File: src/rtl/pixel_result_packer.sv
// Converts the two accumulated channel sums to means, applies pedestal and limits,
// and queues tagged 16-bit words in a FIFO. Optional test pattern: PACKER_TESTPAT_EN.
module pixel_result_packer #(
    parameter int ADC_WIDHT  = 14,
    parameter int SUMMER     = 32,
    parameter int SHIFT      = 4,
    parameter int DEPTH_LOG2 = 4
) (
    input  logic                 CLK,
    input  logic                 RESET,
    input  logic                 SUM_VALID,
    input  logic [SUMMER-1:0]    SUM1,
    input  logic [SUMMER-1:0]    SUM2,
    input  logic                 PED_EN,
    input  logic [ADC_WIDHT-1:0] PEDESTAL,
`ifdef PACKER_TESTPAT_EN
    input  logic                 TESTPAT,
`endif
    input  logic                 RD_EN,
    input  logic                 CLR_OVF,
    output logic [15:0]          DATA_OUT,
    output logic                 EMPTY,
    output logic                 FULL,
    output logic [DEPTH_LOG2:0]  LEVEL,
    output logic                 OVERFLOW,
    output logic                 BUSY
);

    localparam int DEPTH = 2 ** DEPTH_LOG2;
    localparam logic [SUMMER-1:0]    SAT_LIMIT = SUMMER'(1) << ADC_WIDHT;
    localparam logic [ADC_WIDHT-1:0] V_MAX     = '1;

    typedef enum logic [1:0] {IDLE, CALC, WR1, WR2} state_t;

    state_t                 state, state_next;
    logic [SUMMER-1:0]      sum1_r, sum2_r;
    logic [ADC_WIDHT-1:0]   ped_r;
    logic                   ped_en_r;
    logic [ADC_WIDHT-1:0]   res1_val, res2_val;
    logic                   res1_flag, res2_flag;
    logic                   push_req;
    logic [15:0]            push_word;
    logic                   do_read, do_write, ovf_set;
    logic [DEPTH_LOG2-1:0]  wr_ptr, rd_ptr;
    logic [15:0]            mem [DEPTH];
`ifdef PACKER_TESTPAT_EN
    logic                   testpat_r;
    logic [13:0]            pat_cnt;
`endif

    // Saturation happens on the raw mean, before the pedestal is removed.
    function automatic logic [ADC_WIDHT:0] reduce(input logic [SUMMER-1:0]    s,
                                                  input logic [ADC_WIDHT-1:0] ped,
                                                  input logic                 ped_en);
        logic [SUMMER-1:0]    m;
        logic [ADC_WIDHT-1:0] v;
        logic                 flag;
        m = s >> SHIFT;
        if (m >= SAT_LIMIT) begin
            v    = V_MAX;
            flag = 1'b1;
        end else begin
            v    = m[ADC_WIDHT-1:0];
            flag = 1'b0;
        end
        if (ped_en) begin
            if (v < ped) begin
                v    = '0;
                flag = 1'b1;
            end else begin
                v = v - ped;
            end
        end
        return {flag, v};
    endfunction

    always_ff @(posedge CLK or negedge RESET) begin
        if (!RESET) begin
            state <= IDLE;
        end else begin
            state <= state_next;
        end
    end

    always_comb begin
        state_next = state;
        push_req   = 1'b0;
        push_word  = '0;
        case (state)
            IDLE: begin
                if (SUM_VALID) begin
                    state_next = CALC;
                end
            end
            CALC: begin
                state_next = WR1;
            end
            WR1: begin
                push_req   = 1'b1;
                push_word  = {1'b0, res1_flag, 14'(res1_val)};
`ifdef PACKER_TESTPAT_EN
                if (testpat_r) begin
                    push_word = {1'b0, 1'b0, pat_cnt};
                end
`endif
                state_next = WR2;
            end
            WR2: begin
                push_req   = 1'b1;
                push_word  = {1'b1, res2_flag, 14'(res2_val)};
`ifdef PACKER_TESTPAT_EN
                if (testpat_r) begin
                    push_word = {1'b1, 1'b0, pat_cnt};
                end
`endif
                state_next = IDLE;
            end
            default: begin
                state_next = IDLE;
            end
        endcase
    end

    always_ff @(posedge CLK or negedge RESET) begin
        if (!RESET) begin
            sum1_r    <= '0;
            sum2_r    <= '0;
            ped_r     <= '0;
            ped_en_r  <= 1'b0;
            res1_val  <= '0;
            res2_val  <= '0;
            res1_flag <= 1'b0;
            res2_flag <= 1'b0;
`ifdef PACKER_TESTPAT_EN
            testpat_r <= 1'b0;
`endif
        end else begin
            if (state == IDLE && SUM_VALID) begin
                sum1_r   <= SUM1;
                sum2_r   <= SUM2;
                ped_r    <= PEDESTAL;
                ped_en_r <= PED_EN;
`ifdef PACKER_TESTPAT_EN
                testpat_r <= TESTPAT;
`endif
            end
            if (state == CALC) begin
                {res1_flag, res1_val} <= reduce(sum1_r, ped_r, ped_en_r);
                {res2_flag, res2_val} <= reduce(sum2_r, ped_r, ped_en_r);
            end
        end
    end

`ifdef PACKER_TESTPAT_EN
    // Advancing on every push makes the ch2 word carry the ch1 value plus one.
    always_ff @(posedge CLK or negedge RESET) begin
        if (!RESET) begin
            pat_cnt <= '0;
        end else if (push_req) begin
            pat_cnt <= pat_cnt + 1'b1;
        end
    end
`endif

    // A push into a full FIFO still lands when a pop frees the slot that cycle.
    assign EMPTY    = (LEVEL == '0);
    assign FULL     = (LEVEL == (DEPTH_LOG2+1)'(DEPTH));
    assign BUSY     = (state != IDLE);
    assign do_read  = RD_EN && !EMPTY;
    assign do_write = push_req && (!FULL || do_read);
    assign ovf_set  = (SUM_VALID && state != IDLE) || (push_req && !do_write);

    always_ff @(posedge CLK) begin
        if (do_write) begin
            mem[wr_ptr] <= push_word;
        end
    end

    always_ff @(posedge CLK or negedge RESET) begin
        if (!RESET) begin
            wr_ptr   <= '0;
            rd_ptr   <= '0;
            LEVEL    <= '0;
            DATA_OUT <= '0;
            OVERFLOW <= 1'b0;
        end else begin
            if (do_write) begin
                wr_ptr <= wr_ptr + 1'b1;
            end
            if (do_read) begin
                rd_ptr   <= rd_ptr + 1'b1;
                DATA_OUT <= mem[rd_ptr];
            end
            case ({do_write, do_read})
                2'b10:   LEVEL <= LEVEL + 1'b1;
                2'b01:   LEVEL <= LEVEL - 1'b1;
                default: LEVEL <= LEVEL;
            endcase
            if (ovf_set) begin
                OVERFLOW <= 1'b1;
            end else if (CLR_OVF) begin
                OVERFLOW <= 1'b0;
            end
        end
    end

endmodule

File: config.mk
export PLATFORM = sky130hd
export DESIGN_NAME = pixel_result_packer
export DESIGN_NICKNAME = d
export VERILOG_FILES = /design/src/rtl/pixel_result_packer.sv
export SDC_FILE = /design/constraint.sdc
export NUM_CORES = 1
export LEC_CHECK = 0
export ABC_CLOCK_PERIOD_IN_PS = 10080
export CORE_ASPECT_RATIO = 0.6
export CORE_UTILIZATION = 60
export CTS_BUF_LIST = sky130_fd_sc_hd__clkbuf_4
export DETAILED_ROUTE_END_ITERATION = 10
export PLACE_DENSITY = 0.81
export SYNTH_ARGS = -nofsm -noshare
export SYNTH_HDL_FRONTEND = slang
export SYNTH_SLANG_ARGS = --single-unit
File: constraint.sdc
create_clock -name CLK -period 10.08 [get_ports CLK]
set_input_delay 2.016 -clock CLK [delete_from_list [all_inputs] [get_ports CLK]]
set_output_delay 2.016 -clock CLK [all_outputs]
set_load 0.005 [all_outputs]
==> PnR_summary.wiki <==
{| class="wikitable"
! Metric !! Value
|-
| Filler Cells Inserted || 1825
|-
| Count of final hold-check violations || 0
|-
| Clock tree from TritonCTS || done
|-
| Max_slew headroom || 14.7%
|-
| Startpoint class of the critical path || flip-flop
|-
| Overall via count from detail_route || 9970
|-
| Highest fanout seen on the critical path || 16
|-
| Vias in the first global route || 9989
|-
| Req. time, crit path || 10.72 ns
|-
| Die Height || 132 um
|-
| Crit end category || flip-flop
|-
| Pin count of the biggest net entering global routing || 76
|-
| Nets in the synthesized netlist || 1175
|-
| Number of max-cap violations || 0
|-
| Sum of routed wire segments on met1 || 17400 um
|-
| Power Internal || 0.00410 W
|-
| Sequential Power Share || 41.7%
|-
| Number of iterations in the first detailed-routing pass || 5
|-
| #FFs+latches synth || 389
|-
| Portion of the post-synthesis area used by sequential elements || 65.3%
|-
| Total Neg Setup Slack || 0 ns
|-
| Post-CTS setup repair buffer count || 0
|-
| Routed wire per std cell || 22.6 um
|-
| Static leakage || 7.21 nW
|-
| Wire length of the first global-routing pass || 57900 um
|-
| Area grow syn2layout || 15.7%
|-
| Clock latency of the later-clocked register in the worst-skew pair || 0.79 ns
|-
| Number of enable-type register cells in the synthesized netlist || 256
|-
| Site row count || 47
|-
| Final core occ || 70.8%
|-
| Power density normalized to cell area || 319 nW/um^2
|-
| Post-synthesis cell type count || 58
|-
| Post-Route Skew || 0.0430 ns
|-
| Reg2Reg Launch Point || sum2_r[19]
|-
| Top-count cell post-synth || edfxtp_1
|-
| CTS HTree Levels || 3
|-
| Instance count of the mapped netlist || 1048
|-
| Mapped cell area || 16900 sq um
|-
| Startpoint of the tightest hold check path || sum2_r[5]
|-
| Die width || 218 um
|-
| Total number of yosys warnings || 0
|-
| Final critical delay including setup and external delays || 4.49 ns
|-
| Arrival time at the worst endpoint || 5.13 ns
|-
| Top routing layer in use || met5
|-
| Iter 0 DRT Violations || 1178
|-
| Count of hold buffers inserted by post-cts repair || 0
|-
| Hold Path Cell Cnt || 1
|-
| Comb power frac || 37.5%
|-
| Final Cycle Share || 44.5%
|-
| Run status || finished clean
|-
| Hold Worst Slack || 0.502 ns
|-
| Worst VDD drop || 0.000155 V
|-
| Destination of the worst register-to-register timing path || res2_val[4]
|-
| Antenna Nets Post-Route || 0
|-
| Reg2Reg Setup Slack || 5.59 ns
|-
| I/O Buffers || 100
|-
| Routed via count divided by cell count || 6.01
|-
| Share of total power consumed by net switching || 34.2%
|-
| Per-instance average area after synthesis || 16.1 sq um
|-
| Storage cell area || 11000 sq um
|-
| Global placement routability congestion || 0.927
|-
| Cell type with the largest total area after synthesis || edfxtp_1
|-
| Total area of multi-input combinational cells || 5540 sq um
|-
| Fraction of final layout cells sized beyond drive strength 1 || 29.2%
|-
| Cells taking the most area after synthesis || edfxtp_1 (46%), dfrtp_1 (20%), mux4_2 (11%)
|-
| Antenna violations before repair || 2
|-
| Hold worst-path end || sum2_r[5]
|-
| Largest buffer count on any clock path || 3
|-
| Count of unresolved DRC violations after routing || 0
|-
| Start point of the critical path || sum2_r[19]
|-
| Wire length on met3 || 4320 um
|-
| Top cells by instance count after synthesis || edfxtp_1 (256), dfrtp_1 (133), mux2_2 (89)
|-
| Starting density of the core || 61.2%
|-
| Total detailed-routing wirelength || 37400 um
|-
| Maximum operating frequency || 223 MHz
|-
| Final #Nets || 1343
|-
| Number of setup violations in the final report || 0
|-
| HPWL after detailed placement || 24300 um
|-
| Clock-pin transition on the worst setup and hold timing paths || 0.07 ns
|-
| Synth top area share || 45.6%
|-
| Core Region || 27600 sq um
|-
| Worst r2r path cells || 10
|-
| Area of the die || 28800 sq um
|-
| Global route total overflow || 0
|-
| Net switching power figure || 0.00213 W
|-
| Number of buffers created by CTS || 89
|-
| Setup repair after global routing missed its margin || false
|-
| Number of top-level pins || 109
|-
| Final-report max-slew violation count || 0
|-
| Tightest Pin Transition || 1.27 ns
|-
| Ys flop type || edfxtp_1
|-
| Clock share of power || 20.8%
|-
| Clock Root Buffer || clkbuf_4
|-
| Met2 layer wire length in the routed design || 15200 um
|-
| TritonCTS Sinks || 389
|-
| Post-cts gate resize count || 0
|-
| Setup CP Type || flip-flop to flip-flop
|-
| All-layer global routing usage || 27.3%
|-
| Hold Path Class || flip-flop to flip-flop
|-
| Fraction of registers with async set/reset || 34.2%
|}
-- worst max-delay path: stages, from the launching register on --
cell and delay, ns:
dfrtp_1 0.38, nor4_1 0.37, nand4_1 0.55, or2_2 0.58
ha_1 0.39, a2111oi_0 0.46, o21ai_0 0.21, a22oi_1 0.34
a31oi_1 0.51, a221oi_1 0.51, nor2_1 0.07
-- cell type report --
cell class	count	share of cell area [%]
multi-input combinational	579	28.4
antenna	1	0.0128
timing repair buffer	124	6.06
clock inverter	28	0.846
inverter	33	0.635
tap	367	2.35
clock buffer	137	5.27
sequential	389	56.5
-- how the worst max path moves through the flow --
| stage | to | slack, ns |
|---|---|---|
| after CTS | EMPTY | 5.58 |
| after floorplan | mem[3][0] | 5.75 |
| after global placement | mem[3][7] | 5.12 |
| after detailed placement | mem[3][7] | 5.09 |
| after global routing | res2_val[4] | 5.31 |
| final | res2_val[4] | 5.59 |
-- stage by stage --
step,worst slack (ns),instance area [sq um],power (W),cells
global route,5.31,19500,0.00659,1658
floorplan,5.75,16900,0.00423,1048
finish,5.59,19500,0.00623,1658
global placement,5.12,18300,0.00487,1492
detailed placement,5.09,18300,0.00494,1492
CTS,5.58,19500,0.00624,1657
-- sequential cells by signal, summed over array words and instances, names as in the netlist, 5 cells and up --
name	flops
LEVEL	5
ped_r	14
DATA_OUT	16
sum2_r	28
res2_val	14
mem	256
res1_val	14
sum1_r	28
-- cells by family after synthesis --
| logic type | share of synthesized area, % |
|---|---|
| xor+xnor | 1.35 |
| fa+ha+maj | 3.32 |
| buf+inv | 2.04 |
| mux | 16.7 |
| compound gates | 6.10 |
| flops | 65.3 |
| simple gates | 5.21 |
-- routing by layer --
| layer | GRT usage (%) | vias to the layer above |
|---|---|---|
| met5 | 0 | - |
| met4 | 7.58 | 2 |
| met3 | 8.81 | 46 |
| met2 | 34.2 | 491 |
| met1 | 45.2 | 4974 |
| li1 | - | 4457 |
-- power groups by stage --
| stage | clock, W | sequential [W] | combinational [W] |
|---|---|---|---|
| 2_1_floorplan | 0 | 0.00250 | 0.00173 |
| 3_3_place_gp | 0 | 0.00261 | 0.00226 |
| 3_5_place_dp | 0 | 0.00262 | 0.00232 |
| 4_1_cts | 0.00132 | 0.00260 | 0.00232 |
| 5_1_grt | 0.00141 | 0.00264 | 0.00254 |
| 6_report | 0.00130 | 0.00260 | 0.00234 |
-- placed cells by master (no fill, tap or decap), types with 18 or more instances in the layout --
| master | instances |
|---|---|
| a21oi_1 | 45 |
| buf_4 | 24 |
| clkbuf_4 | 137 |
| clkdlybuf4s50_1 | 99 |
| clkinv_1 | 20 |
| dfrtp_1 | 131 |
| edfxtp_1 | 256 |
| ha_1 | 40 |
| inv_1 | 33 |
| mux2_2 | 89 |
| mux4_2 | 80 |
| nand2_1 | 47 |
| nor2_1 | 57 |
| o21ai_0 | 23 |
| or2_2 | 28 |
| xnor2_1 | 18 |
Note: power is estimated with default switching activity, not from simulation.
